--- src/rtl/minesweeper_board_core.sv ---
// -----------------------------------------------------------------------------
// minesweeper_board_core
//
// Game-state core of the minesweeper: a mine map plus a per-cell cover map,
// addressed by the cursor. It generates mines from a 32-bit LFSR, returns the
// true, cover and player-visible values of the cursor cell combinationally,
// and latches game-over when a mine is opened.
//
// Ports:
//   board_clk          system clock, all state changes on the rising edge
//   glob_reset         asynchronous active-high reset of all state
//   reset              synchronous new-game clear (seed/LFSR keep running)
//   init_pulse         start mine generation (ignored while generating)
//   open, flag         open / toggle-flag the cursor cell (open wins)
//   x_coord, y_coord   cursor column / row
//   cell_val_board     true value: 5'h1F mine, else neighbour mine count
//   cell_val_cover     00 covered, 01 opened, 10 flagged
//   cell_val_apparent  player-visible value (5'h10 covered, 5'h11 flagged)
//   num_mines          mines placed during generation
//   seed               free-running seed counter
//   rand_val           LFSR state ("rand" is a reserved word in SystemVerilog)
//   is_init            0 empty, 1 generating, 2 ready
//   init_x, init_y     generation cell index
//   game_over          sticky mine-opened flag
//
// Build option: define NUM_MINES_EN to build the mine counter; otherwise
// num_mines is tied to zero.
// -----------------------------------------------------------------------------
module minesweeper_board_core #(
    parameter int X_SIZE      = 16,
    parameter int Y_SIZE      = 16,
    parameter int X_BITS      = 4,
    parameter int Y_BITS      = 4,
    parameter int MINE_THRESH = 40
) (
    input  logic                     board_clk,
    input  logic                     glob_reset,
    input  logic                     reset,
    input  logic                     init_pulse,
    input  logic                     open,
    input  logic                     flag,
    input  logic [X_BITS-1:0]        x_coord,
    input  logic [Y_BITS-1:0]        y_coord,
    output logic [4:0]               cell_val_board,
    output logic [1:0]               cell_val_cover,
    output logic [4:0]               cell_val_apparent,
    output logic [X_BITS+Y_BITS-1:0] num_mines,
    output logic [31:0]              seed,
    output logic [31:0]              rand_val,
    output logic [1:0]               is_init,
    output logic [X_BITS-1:0]        init_x,
    output logic [Y_BITS-1:0]        init_y,
    output logic                     game_over
);

    localparam int IDX_W  = X_BITS + Y_BITS;
    localparam int N_CELL = X_SIZE * Y_SIZE;
    localparam int CELL_W = (N_CELL > 1) ? $clog2(N_CELL) : 1;
    localparam logic [31:0] LFSR_TAPS = 32'h80200003;

    typedef enum logic [1:0] {
        ST_EMPTY = 2'd0,
        ST_GEN   = 2'd1,
        ST_READY = 2'd2
    } state_t;

    // One Galois LFSR step.
    function automatic logic [31:0] lfsr_step(input logic [31:0] v);
        return v[0] ? ((v >> 1) ^ LFSR_TAPS) : (v >> 1);
    endfunction

    // Mine bit at a signed coordinate; off-board neighbours read as no mine.
    function automatic logic mine_at(input logic [N_CELL-1:0] map, input int x, input int y);
        logic [CELL_W-1:0] idx;
        logic              res;
        idx = CELL_W'(0);
        res = 1'b0;
        if (x >= 0 && x < X_SIZE && y >= 0 && y < Y_SIZE) begin
            idx = CELL_W'(y * X_SIZE + x);
            res = map[idx];
        end else begin
            res = 1'b0;
        end
        return res;
    endfunction

    state_t               state_r, state_next_s;
    logic [31:0]          seed_r, rand_r;
    logic [IDX_W-1:0]     gen_idx_r;
    logic [N_CELL-1:0]    mine_r;
    logic [N_CELL-1:0]    opened_r;
    logic [N_CELL-1:0]    flagged_r;
    logic                 game_over_r;

    logic                 init_acc_s;
    logic                 clear_s;
    logic                 play_ok_s;
    logic                 gen_last_s;
    logic                 gen_ok_s;
    logic                 gen_mine_s;
    logic [CELL_W-1:0]    gen_cell_s;
    logic                 cur_ok_s;
    logic [CELL_W-1:0]    cur_cell_s;
    logic [3:0]           nbr_cnt_s;
    logic [4:0]           board_s;
    logic [1:0]           cover_s;
    logic [4:0]           apparent_s;
    logic [X_BITS-1:0]    gen_x_s;
    logic [Y_BITS-1:0]    gen_y_s;

    assign gen_x_s    = gen_idx_r[X_BITS-1:0];
    assign gen_y_s    = gen_idx_r[IDX_W-1:X_BITS];
    assign gen_last_s = (gen_idx_r == {IDX_W{1'b1}});
    assign gen_ok_s   = (int'(gen_x_s) < X_SIZE) && (int'(gen_y_s) < Y_SIZE);
    assign gen_cell_s = CELL_W'(int'(gen_y_s) * X_SIZE + int'(gen_x_s));
    assign gen_mine_s = (rand_r[7:0] < 8'(MINE_THRESH));

    assign cur_ok_s   = (int'(x_coord) < X_SIZE) && (int'(y_coord) < Y_SIZE);
    assign cur_cell_s = CELL_W'(int'(y_coord) * X_SIZE + int'(x_coord));

    // A new game (reset) overrides everything; init is refused mid-generation.
    assign init_acc_s = init_pulse && !reset && (state_r != ST_GEN);
    assign clear_s    = reset || init_acc_s;
    assign play_ok_s  = !clear_s && (state_r == ST_READY) && !game_over_r && cur_ok_s;

    // Game-phase state register.
    always_ff @(posedge board_clk or posedge glob_reset) begin
        if (glob_reset) begin
            state_r <= ST_EMPTY;
        end else begin
            state_r <= state_next_s;
        end
    end

    // Next-state logic: reset > init > end of generation.
    always_comb begin
        state_next_s = state_r;
        if (reset) begin
            state_next_s = ST_EMPTY;
        end else if (init_acc_s) begin
            state_next_s = ST_GEN;
        end else begin
            case (state_r)
                ST_EMPTY: state_next_s = ST_EMPTY;
                ST_GEN:   state_next_s = gen_last_s ? ST_READY : ST_GEN;
                ST_READY: state_next_s = ST_READY;
                default:  state_next_s = ST_EMPTY;
            endcase
        end
    end

    // Free-running seed counter and LFSR; LFSR is reloaded from the seed on init.
    always_ff @(posedge board_clk or posedge glob_reset) begin
        if (glob_reset) begin
            seed_r <= 32'd0;
            rand_r <= 32'd1;
        end else begin
            seed_r <= seed_r + 32'd1;
            if (init_acc_s) begin
                rand_r <= (seed_r == 32'd0) ? 32'd1 : seed_r;
            end else begin
                rand_r <= lfsr_step(rand_r);
            end
        end
    end

    // Generation index and mine map: one cell per cycle while generating.
    always_ff @(posedge board_clk or posedge glob_reset) begin
        if (glob_reset) begin
            gen_idx_r <= {IDX_W{1'b0}};
            mine_r    <= {N_CELL{1'b0}};
        end else if (clear_s) begin
            gen_idx_r <= {IDX_W{1'b0}};
            mine_r    <= {N_CELL{1'b0}};
        end else if (state_r == ST_GEN) begin
            gen_idx_r <= gen_idx_r + {{(IDX_W-1){1'b0}}, 1'b1};
            if (gen_ok_s) begin
                mine_r[gen_cell_s] <= gen_mine_s;
            end
        end
    end

`ifdef NUM_MINES_EN
    logic [IDX_W-1:0] num_mines_r;

    // Count of mines placed during the current generation.
    always_ff @(posedge board_clk or posedge glob_reset) begin
        if (glob_reset) begin
            num_mines_r <= {IDX_W{1'b0}};
        end else if (clear_s) begin
            num_mines_r <= {IDX_W{1'b0}};
        end else if (state_r == ST_GEN && gen_ok_s && gen_mine_s) begin
            num_mines_r <= num_mines_r + {{(IDX_W-1){1'b0}}, 1'b1};
        end
    end
`endif

    // Cover map: opened and flagged are mutually exclusive bits per cell.
    always_ff @(posedge board_clk or posedge glob_reset) begin
        if (glob_reset) begin
            opened_r  <= {N_CELL{1'b0}};
            flagged_r <= {N_CELL{1'b0}};
        end else if (clear_s) begin
            opened_r  <= {N_CELL{1'b0}};
            flagged_r <= {N_CELL{1'b0}};
        end else if (play_ok_s) begin
            if (open) begin
                if (!opened_r[cur_cell_s] && !flagged_r[cur_cell_s]) begin
                    opened_r[cur_cell_s] <= 1'b1;
                end
            end else if (flag) begin
                if (!opened_r[cur_cell_s]) begin
                    flagged_r[cur_cell_s] <= !flagged_r[cur_cell_s];
                end
            end
        end
    end

    // Sticky game-over: set once an opened mine is visible under the cursor.
    always_ff @(posedge board_clk or posedge glob_reset) begin
        if (glob_reset) begin
            game_over_r <= 1'b0;
        end else if (clear_s) begin
            game_over_r <= 1'b0;
        end else if (apparent_s == 5'b11111) begin
            game_over_r <= 1'b1;
        end
    end

    // Neighbour mine count around the cursor cell.
    always_comb begin
        nbr_cnt_s = 4'd0;
        for (int dy = -1; dy <= 1; dy++) begin
            for (int dx = -1; dx <= 1; dx++) begin
                nbr_cnt_s = nbr_cnt_s + {3'b000,
                    ((dx != 0) || (dy != 0)) ?
                        mine_at(mine_r, int'(x_coord) + dx, int'(y_coord) + dy) : 1'b0};
            end
        end
    end

    // Cursor cell true value, cover state and visible value.
    always_comb begin
        board_s    = 5'd0;
        cover_s    = 2'b00;
        apparent_s = 5'b10000;
        if (cur_ok_s) begin
            board_s = mine_r[cur_cell_s] ? 5'b11111 : {1'b0, nbr_cnt_s};
            cover_s = {flagged_r[cur_cell_s], opened_r[cur_cell_s]};
        end else begin
            board_s = 5'd0;
            cover_s = 2'b00;
        end
        case (cover_s)
            2'b00:   apparent_s = 5'b10000;
            2'b01:   apparent_s = board_s;
            default: apparent_s = 5'b10001;
        endcase
    end

    // Output drive.
    always_comb begin
        is_init           = state_r;
        seed              = seed_r;
        rand_val          = rand_r;
        init_x            = gen_x_s;
        init_y            = gen_y_s;
        game_over         = game_over_r;
        cell_val_board    = board_s;
        cell_val_cover    = cover_s;
        cell_val_apparent = apparent_s;
`ifdef NUM_MINES_EN
        num_mines         = num_mines_r;
`else
        num_mines         = {IDX_W{1'b0}};
`endif
    end

endmodule

--- config.mk ---
export PLATFORM = sky130hd
export DESIGN_NAME = minesweeper_board_core
export DESIGN_NICKNAME = d
export VERILOG_FILES = /design/src/rtl/minesweeper_board_core.sv
export SDC_FILE = /design/constraint.sdc
export NUM_CORES = 2
export LEC_CHECK = 0
export BUFFER_PORTS_ARGS = -buffer_cell sky130_fd_sc_hd__buf_2
export CAP_MARGIN = 20
export CORE_MARGIN = 3
export CORE_UTILIZATION = 55
export DETAILED_ROUTE_END_ITERATION = 8
export GPL_ROUTABILITY_DRIVEN = 0
export GPL_TIMING_DRIVEN = 0
export PLACE_DENSITY_LB_ADDON = 0.15
export SYNTH_ARGS = -nofsm -noshare
export SYNTH_HDL_FRONTEND = slang
export SYNTH_SLANG_ARGS = --single-unit
--- constraint.sdc ---
create_clock -name board_clk -period 50.9 [get_ports board_clk]
set_clock_uncertainty 0.2 [all_clocks]
set_input_delay 5.09 -clock board_clk [delete_from_list [all_inputs] [get_ports board_clk]]
set_output_delay 5.09 -clock board_clk [all_outputs]
set_load 0.1 [all_outputs]
==> run_results.csv <==
group,metric,value,unit
power_and_ir_drop,p_comb_frac,0.169,
clocking,postCtsSetupBuffers,0,
grt,grt_util_met1,0.5374,
detailed_routing,finalWirelength,191800,um
detailed_routing,vias_per_cell,7.179,
grt,overflow,0,
floorplan,initial_core_util,0.5587,
final_layout,layout.nets,5029,
detailed_routing,drtIter0Drc,7395,
detailed_routing,vias,44500,
place,dp.cells,6020,
clocking,cts_made_buffers,93,
sta,final_max_slew_viol_count,0,
synth,synthXorXnorAreaFrac,0.01169,
clocking,cts_tree,"done",
sta,relSlewSlack,0.1217,
power_and_ir_drop,clkPwrFrac,0.420,
synth,syn_area,0.04794,sq mm
synth,dominantRegCellSynth,"dfrtp_1",
clocking,cts-resized-gates,0,
clocking,h-tree-depth,3,
grt,grt_pass1_vias,42750,
critical_path,r2r_start,"opened_r[198]",
power_and_ir_drop,peakVddDrop,0.05005,mV
sta,finalSetupViolCount,0,
sta,final_hold_viol_count,0,
clocking,cts_root_buf,"clkbuf_16",
critical_path,crit_end,"cell_val_apparent[3]",
detailed_routing,drc,70,
synth,synth_top_family_by_area,"multiplexers",
sta,fin_crit,20690,ps
floorplan,io_pins,109,
synth,synthCells,4739,
place,hpwlAfterDp,131000,um
grt,grt_pass1_wl,281300,um
power_and_ir_drop,powerDensity,30.87,mW/mm^2
critical_path,crit_type,"input port to output port",
critical_path,rr_endpoint,"flagged_r[214]",
grt,global_route.usage.total,0.4211,
power_and_ir_drop,p_leak,0.02169,uW
synth,muxShareOfSynthArea,0.2029,
clocking,clock_sinks,843,
synth,synthSimpleGateAreaFrac,0.1418,
flow_run,cap_violations,0,
detailed_routing,routedWlPerCell,30.95,um
synth,syn_avg_cell_area,10.12,sq um
synth,yosys.area_share.adder,0.01028,
power_and_ir_drop,p_switching,518.5,uW
detailed_routing,ant_nets,0,
clocking,clk_pin_slew,60,ps
sta,rsz0062_at_grt,"no",
grt,met2_usage,0.5896,
clocking,clock_latency,710,ps
power_and_ir_drop,p_seq_frac,0.411,
run_status,violations,"DRC",
sta,holdWs,277.9,ps
grt,busiest_layer,"met2",
critical_path,reg2regPathDepth,12,
hold_path,hp-class,"register to register",
synth,synth_seq_cells,843,
sta,setup_tns,0,ps
sta,max_freq,0.04832,GHz
clocking,hold_buffers,0,
critical_path,startpoint,"x_coord[1]",
sta,finalCritPeriodShare,0.4066,
final_layout,areaGrowthSynthToFinish,11.78,%
power_and_ir_drop,intPower,1136,uW
place,io_buffer_count,97,
synth,synth_compound_area_frac,0.1478,
grt,gr-usage-met3,0.1782,
critical_path,crit_fanout,10,
floorplan,core-area,0.08582,sq mm
run_status,status,"finished, violations left",
final_layout,drive_gt1_frac,0.1475,
floorplan,die_height,301.2,um
critical_path,r2r_slack,46330,ps
critical_path,cp-end-kind,"output port",
critical_path,worst-endpoint-arrival,15400,ps
clocking,cts_buffer_depth,3,
floorplan,fp.dieArea,0.09075,sq mm
synth,ys_seq_area_frac,0.4400,
grt,antenna_found_initial,13,
detailed_routing,first_pass_iters,9,
grt,grt_start_max_net_pins,129,
synth,yosys_warnings,0,
sta,tightest_slew,1317,ps
synth,synth_cell_type_count,76,
critical_path,startpoint_type,"input port",
synth,async_flop_share,1.000,
power_and_ir_drop,swShare,0.3134,
final_layout,final_cells,6198,
synth,synth_edf_count,0,
floorplan,num_rows,107,
floorplan,die_w,301.2,um
critical_path,cp.required,45610,ps
-- area by class of cell --
type / instances / area (sq um)
plain buffers: 459 / 2057
fillers: 7148 / 32230
repair buffers: 137 / 1074
well taps: 1144 / 1431
inverters: 32 / 127.6
clock inverters: 23 / 275.3
flip-flops and latches: 843 / 21100
diodes: 9 / 22.52
multi-input cells: 3412 / 24720
clock buffers: 139 / 2785
-- power by group through the flow --
stage	registers [uW]	clock network (uW)	logic [uW]
after floorplan	733	0	144
final	680	694	280
after CTS	680	691	269
after global routing	681	721	287
after global placement	694	0	263
after detailed placement	692	0	268
-- critical path: stages --
cell      delay (ps)
buf_2            190
buf_4            260
buf_4            290
buf_4            320
buf_2            420
buf_1            870
inv_1            350
ha_1             500
clkbuf_1         710
clkbuf_1         790
mux4_2           630
mux4_2           580
mux2_2           340
nor3_1           140
a31oi_1           60
o211ai_1         120
a21boi_0         350
fa_1             510
fa_1             550
inv_1             50
fa_1             460
ha_1             300
a21oi_1           60
o21ai_0          770
nor2b_1          210
buf_2            430
-- stage by stage --
| step | power (uW) | utilization | setup WS [ps] | instance area (sq um) |
|---|---|---|---|---|
| floorplan | 877.3 | - | 21930 | 47970 |
| global placement | 956.5 | 0.5813 | 12220 | 49890 |
| detailed placement | 960.8 | 0.5874 | 30650 | 50410 |
| CTS | 1641 | 0.6231 | 30650 | 53470 |
| global route | 1689 | 0.6243 | 30060 | 53570 |
| finish | 1654 | 0.6245 | 30210 | 53590 |
-- synth_stat cells, types with 4 or more instances --
cell | count | area, sq um
dfrtp_1 | 842 | 21070
nand2_1 | 519 | 1948
o21ai_0 | 485 | 2427
nor2_1 | 447 | 1678
nand3_1 | 432 | 2162
clkbuf_1 | 347 | 1303
mux4_2 | 317 | 7139
a21oi_1 | 270 | 1351
mux2i_1 | 211 | 2112
a211oi_1 | 136 | 1021
a22oi_1 | 63 | 473.0
o311ai_0 | 54 | 473.0
o41ai_1 | 52 | 455.4
xnor2_1 | 42 | 367.9
mux2_2 | 40 | 450.4
buf_2 | 39 | 195.2
ha_1 | 33 | 412.9
buf_1 | 30 | 112.6
nor3_1 | 30 | 150.1
inv_1 | 29 | 108.9
and3_1 | 28 | 175.2
o21ai_1 | 23 | 115.1
xor2_1 | 22 | 192.7
buf_4 | 19 | 142.6
buf_6 | 19 | 214.0
nand4_1 | 18 | 112.6
nor4_1 | 17 | 106.4
nor2b_1 | 15 | 93.84
o22ai_1 | 15 | 93.84
nand2b_1 | 14 | 87.58
a22o_1 | 13 | 113.9
a31oi_1 | 11 | 68.82
and2_1 | 9 | 56.30
o211ai_1 | 8 | 60.06
o21ai_2 | 7 | 61.31
a311oi_1 | 6 | 52.55
a2111oi_0 | 4 | 35.03
a32oi_1 | 4 | 35.03
a41oi_1 | 4 | 35.03
fa_1 | 4 | 80.08
or3_1 | 4 | 25.02
-- cell families after synthesis --
family	after synthesis
DFF	843
muxes	569
adders and majority gates	37
and+or+nand+nor	1555
other	1
AOI/OAI and AO/OA	1179
buffers and inverters	491
xor gates and xnor gates	64
-- cell usage in the layout, fill, tap and decap left out, types with 33 or more instances in the layout --
cell	count
o311ai_0	54
dfrtp_1	842
a22oi_1	63
o41ai_1	52
xnor2_1	40
nand2_1	519
a211oi_1	136
buf_2	136
mux2_2	40
mux2i_1	211
nor2_1	447
a21oi_1	269
mux4_2	317
ha_1	33
clkbuf_16	97
nand3_1	432
clkbuf_1	369
o21ai_0	485
-- sequential cells by signal, summed over array words and instances (netlist names) --
signal	count
flagged_r	256
opened_r	256
game_over	1
rand_val	32
gen_idx_r	8
mine_r	256
is_init	2
seed	32
-- worst min-delay path by stage --
| stage | slack [ps] | startpoint | end | cells after the start |
|---|---|---|---|---|
| finish | 280 | opened_r[135] | opened_r[135] | 2 |
| global route | 300 | opened_r[171] | opened_r[171] | 2 |
| CTS | 280 | opened_r[171] | opened_r[171] | 2 |
| detailed placement | 260 | opened_r[171] | opened_r[171] | 2 |
| global placement | 260 | opened_r[50] | opened_r[50] | 2 |
| floorplan | 240 | opened_r[155] | opened_r[155] | 2 |
-- metal layers --
| layer | part of all wire | vias up |
|---|---|---|
| met2 | 0.41 | 3829 |
| met1 | 0.35 | 21510 |
| li1 | - | 18000 |
| met5 | 0.00032 | - |
| met3 | 0.15 | 1157 |
| met4 | 0.086 | 10 |
Power figures use the tool's default switching activity.
